[src/rtl/prbs_pkg.sv]
// Shared definitions for the PRBS-7 receive checker: FSM states, sequence
// geometry, default lock/loss tuning and the next-bit helper.
package prbs_pkg;

  typedef enum logic [1:0] {
    ST_FILL   = 2'd0,
    ST_SEARCH = 2'd1,
    ST_LOCKED = 2'd2
  } chk_state_e;

  localparam int PRBS7_LEN       = 7;
  localparam int TAP_NEW         = 0;
  localparam int TAP_OLD         = 6;
  localparam int DEF_LOCK_COUNT  = 16;
  localparam int DEF_WINDOW      = 64;
  localparam int DEF_LOSS_THRESH = 8;

  // b[n] = b[n-1] ^ b[n-7], with hist[0] holding b[n-1].
  function automatic logic prbs7_next(input logic [PRBS7_LEN-1:0] hist);
    return hist[TAP_NEW] ^ hist[TAP_OLD];
  endfunction

endpackage

[src/rtl/prbs7_predictor.sv]
// PRBS-7 history register and expected-bit predictor. Shifts either the
// received bit (acquisition) or its own prediction (free-running when locked).
module prbs7_predictor
  import prbs_pkg::*;
(
  input  logic clock,
  input  logic reset,
  input  logic shift_i,
  input  logic load_exp_i,
  input  logic rx_bit_i,
  output logic exp_o,
  output logic zero_o
);

  logic [PRBS7_LEN-1:0] hist_q;
  logic [PRBS7_LEN-1:0] hist_d;
  logic                 new_bit;

  assign exp_o  = prbs7_next(hist_q);
  assign zero_o = (hist_q == {PRBS7_LEN{1'b0}});

  always_comb begin
    new_bit = load_exp_i ? exp_o : rx_bit_i;
    if (shift_i) begin
      hist_d = {hist_q[PRBS7_LEN-2:0], new_bit};
    end else begin
      hist_d = hist_q;
    end
  end

  always_ff @(posedge clock) begin
    if (reset) begin
      hist_q <= {PRBS7_LEN{1'b0}};
    end else begin
      hist_q <= hist_d;
    end
  end

endmodule

[config.mk]
export PLATFORM = sky130hd
export DESIGN_NAME = prbs7_predictor
export DESIGN_NICKNAME = d
export VERILOG_FILES = /design/src/rtl/prbs_pkg.sv /design/src/rtl/prbs7_predictor.sv
export SDC_FILE = /design/constraint.sdc
export NUM_CORES = 1
export LEC_CHECK = 0
export ABC_AREA = 0
export CAP_MARGIN = 20
export CORE_AREA = 3 3 40 42
export CTS_BUF_LIST = sky130_fd_sc_hd__clkbuf_8
export CTS_CLUSTER_SIZE = 40
export DETAILED_ROUTE_END_ITERATION = 7
export DIE_AREA = 0 0 43 45
export PLACE_DENSITY = 0.47
export SYNTH_ARGS = -nofsm -noshare
export SYNTH_HDL_FRONTEND = slang
export SYNTH_SLANG_ARGS = --single-unit
[constraint.sdc]
create_clock -name clock -period 2.93 [get_ports clock]
set_input_delay 0.7325 -clock clock [delete_from_list [all_inputs] [get_ports clock]]
set_output_delay 0.7325 -clock clock [all_outputs]
set_load 0.05 [all_outputs]
==> impl.org <==
** Routing
- Drt first pass iters :: 2
- Count of antenna-violating nets left after detailed routing :: 0
- Via Count :: 231
- DRC violation total after the first TritonRoute iteration :: 1
- Wires add up to 569 um.
- DRC Markers :: 0
- Dividing the detail-routed via count by the number of cells gives 4.36.
- Dividing the detail-routed wire length by the instance count gives 10.7 um.

** Logic synthesis
- By area, the combinational part of the netlist is dominated by simple AND/OR/NAND/NOR gates.
- Mapped cell area :: 295 sq um
- Area share of the largest cell type after synthesis :: 47.5%
- After Yosys synthesis, and, or, nand and nor cells account for 22.0% of the synthesized area.
- Parity-gate share of the synthesized area counting xor and xnor cells :: 2.97%
- Number of synthesis warnings :: 0
- Synthesis produced 29 cells.
- Post-synthesis cell type with the largest combined area :: dfxtp_1
- Post-synthesis sequential element count :: 7
- Compound-Gate Fraction of Synth Area :: 4.24%
- Post-Synth Adder-Cell Area :: 0%
- In the synthesized netlist, mux cells make up 20.3% of the area.
- Number of distinct library cells after synthesis :: 12
- Dividing the synthesized area by the synthesized cell count gives 10.2 sq um.
- Leading cell types by total area after synthesis :: dfxtp_1 (47%), mux2i_1 (20%), nor2_1 (7.6%)
- For this run, the register share of the synthesized area comes to 47.5%.
- Net count of the mapped netlist :: 34

** GRT
- The via count of the first global-routing pass came to 242.
- Pin count of the biggest net entering global routing :: 10
- Gr ovfl total :: 0
- For this run, the total global-route usage over all layers was measured as 7.00%.
- First-pass GRT wire length :: 931 um
- The initial antenna violation count came to 0.

** Floorplanning
- Total number of placement rows :: 13
- For this configuration, the core starts out at a cell density of 23.0%.
- Total die area :: 1940 sq um
- Measured along the x axis, the die boundary spans 43 um.
- Floorplan die height :: 45 um
- Placeable Area :: 1280 sq um
- Pin placement for this block handled 7 I/O pins.

** Timing
- F_max :: 421 MHz
- Count of endpoints failing hold in the final timing report :: 0
- Post-route setup TNS :: 0 ns
- At the pin with the least slew margin, the transition time is 0.489 ns.
- Setup violations, final :: 0
- Headroom to the max-slew limit came out at 67.3%.
- Final worst clock skew :: 0.00274 ns
- In the finished design, the share of the clock period the worst path needs comes to 81.1%.
- The max-slew violation count came to 0.
- Setup repair after global routing left no endpoint under its margin.
- Final critical-path required period :: 2.38 ns

** Min path
- The worst hold path belongs to the class reg -> reg.

** Clock network
- In this run, post-CTS repair resized a total of 0 instances.
- Library cell used as clock root buffer :: clkbuf_8
- CTS built an H-tree with a depth of 1.
- TritonCTS built the clock tree.
- Clock transition at the registers of the reported paths :: 0.04 ns
- Count of hold buffers inserted by post-cts repair :: 0
- # clock sinks :: 7
- In this run, CTS created clock tree buffers numbering 3.
- Number of setup buffers added after CTS :: 0
- For the worst-skew pair, the clock arrives at the later sink with an insertion delay of 0.23 ns.
- The longest clock path from root to sink contains 2 buffers.

** Layout
- The area growth from synthesis to layout is 39.4%.
- Total number of nets in the final design :: 44
- Antenna Cells :: 0
- Share of layout cells above drive strength 1 :: 13.2%
- Number of fill cells :: 142
- Largest reg by FF count :: hist_q
- The register with the most flip-flops in the layout has 7 of them.
- Regs by FF count :: hist_q (7)

** Worst setup path
- Cell-by-cell listing of the critical path :: xor2_1 > clkdlybuf4s50_1
- Library cell contributing the largest single delay on the critical path :: clkdlybuf4s50_1
- The largest single stage delay on the critical path is 0.82 ns.
- Data on the critical path is required at its endpoint by 2.20 ns.
- Crit. End Element :: output pin
- The worst setup path is launched from a register.
- The critical path in this run is classified as reg -> out.
- Max FO, Critical Path :: 5
- CP arrival :: 1.64 ns

** Placement
- Routability-driven placement finished with a final weighted congestion of 0.615.
- During placement, the flow inserted port buffers numbering 6.

** Pwr
- Power per cell area :: 624 nW/um^2
- Power comes to 257 uW.
- The worst-case IR drop observed on VDD is 0.212 mV.
- Summed over all cells, the static leakage comes to 0.180 nW.

** Run
- Across the run, the number of max-cap violations was 0.

** Status
- The flow ran to the end, and the final reports show no timing, DRC or antenna violations.
-- report_power, final --
part | switching (mW) | internal [mW] | leakage [nW] | total (mW)
combinational | 0.0151 | 0.0125 | 0.0968 | 0.0276
sequential | 0.00168 | 0.0973 | 0.0566 | 0.0990
clock | 0.0400 | 0.0904 | 0.0269 | 0.130
-- cell usage in the layout, fill, tap and decap left out --
cell type and n:
nor2_1 6, clkbuf_8 3, dfxtp_1 7, buf_4 1, clkdlybuf4s50_1 5, nor4_2 1, nand4b_1 1, a31oi_1 2
nor2b_1 1, nand3b_1 1, inv_1 2, mux2i_1 6, xor2_1 1, or4_1 1
-- Yosys cell counts --
cell type	count
nor2_1	6
buf_2	1
or4_1	1
nand3b_1	1
a31oi_1	2
nand4b_1	1
inv_1	1
xor2_1	1
dfxtp_1	7
nor2b_1	1
nor4_2	1
mux2i_1	6
-- cell families after synthesis --
kind of cell           after synthesis
multiplexers                         6
AND/OR/NAND/NOR                     11
AO/OA/AOI/OAI                        2
flip-flops                           7
XOR/XNOR                             1
buffers and inverters                2
-- through the flow --
step | utilization (%) | instance area, sq um | std cells | setup slack [ns] | hold slack [ns]
after global placement | 28.5 | 367 | 49 | 0.834 | 0.501
final | 32.0 | 412 | 53 | 0.554 | 0.518
after global routing | 32.0 | 412 | 53 | 0.490 | 0.558
after floorplan | - | 295 | 29 | 0.510 | 0.474
after CTS | 32.0 | 412 | 53 | 0.534 | 0.524
after detailed placement | 28.5 | 367 | 49 | 0.775 | 0.511
-- layer usage --
| layer | track usage [%] | part of all wire, % | vias up |
|---|---|---|---|
| li1 | - | - | 119 |
| met4 | 7.23 | 3.0 | 0 |
| met5 | 0 | 0 | - |
| met3 | 2.39 | 5.8 | 2 |
| met2 | 11.4 | 42 | 7 |
| met1 | 6.76 | 49 | 103 |
-- worst paths after layout --
kind	from	to	slack, ns	cells after the start
max reg2reg	hist_q[0]$_SDFFE_PP0P_	hist_q[0]$_SDFFE_PP0P_	2.05	3
min reg2reg	hist_q[4]$_SDFFE_PP0P_	hist_q[4]$_SDFFE_PP0P_	0.52	2
min	hist_q[4]$_SDFFE_PP0P_	hist_q[4]$_SDFFE_PP0P_	0.52	2
max	hist_q[6]$_SDFFE_PP0P_	exp_o	0.55	2
-- worst max-delay path: cells and delay by family, from the launching register on --
family / cells / cell delay, ns
xor+xnor: 1 / 0.18
flops: 1 / 0.43
buf+inv: 1 / 0.82
-- final cells by class --
type                       count  area [sq um]  area share, %
timing repair buffer           6          57.6           14.0
tap                           15          18.8           4.56
multi-input combinational     20           146           35.6
inverter                       1          3.75          0.912
clock inverter                 1          3.75          0.912
sequential                     7           140           34.0
clock buffer                   3          41.3           10.0
Power figures use the tool's default switching activity.
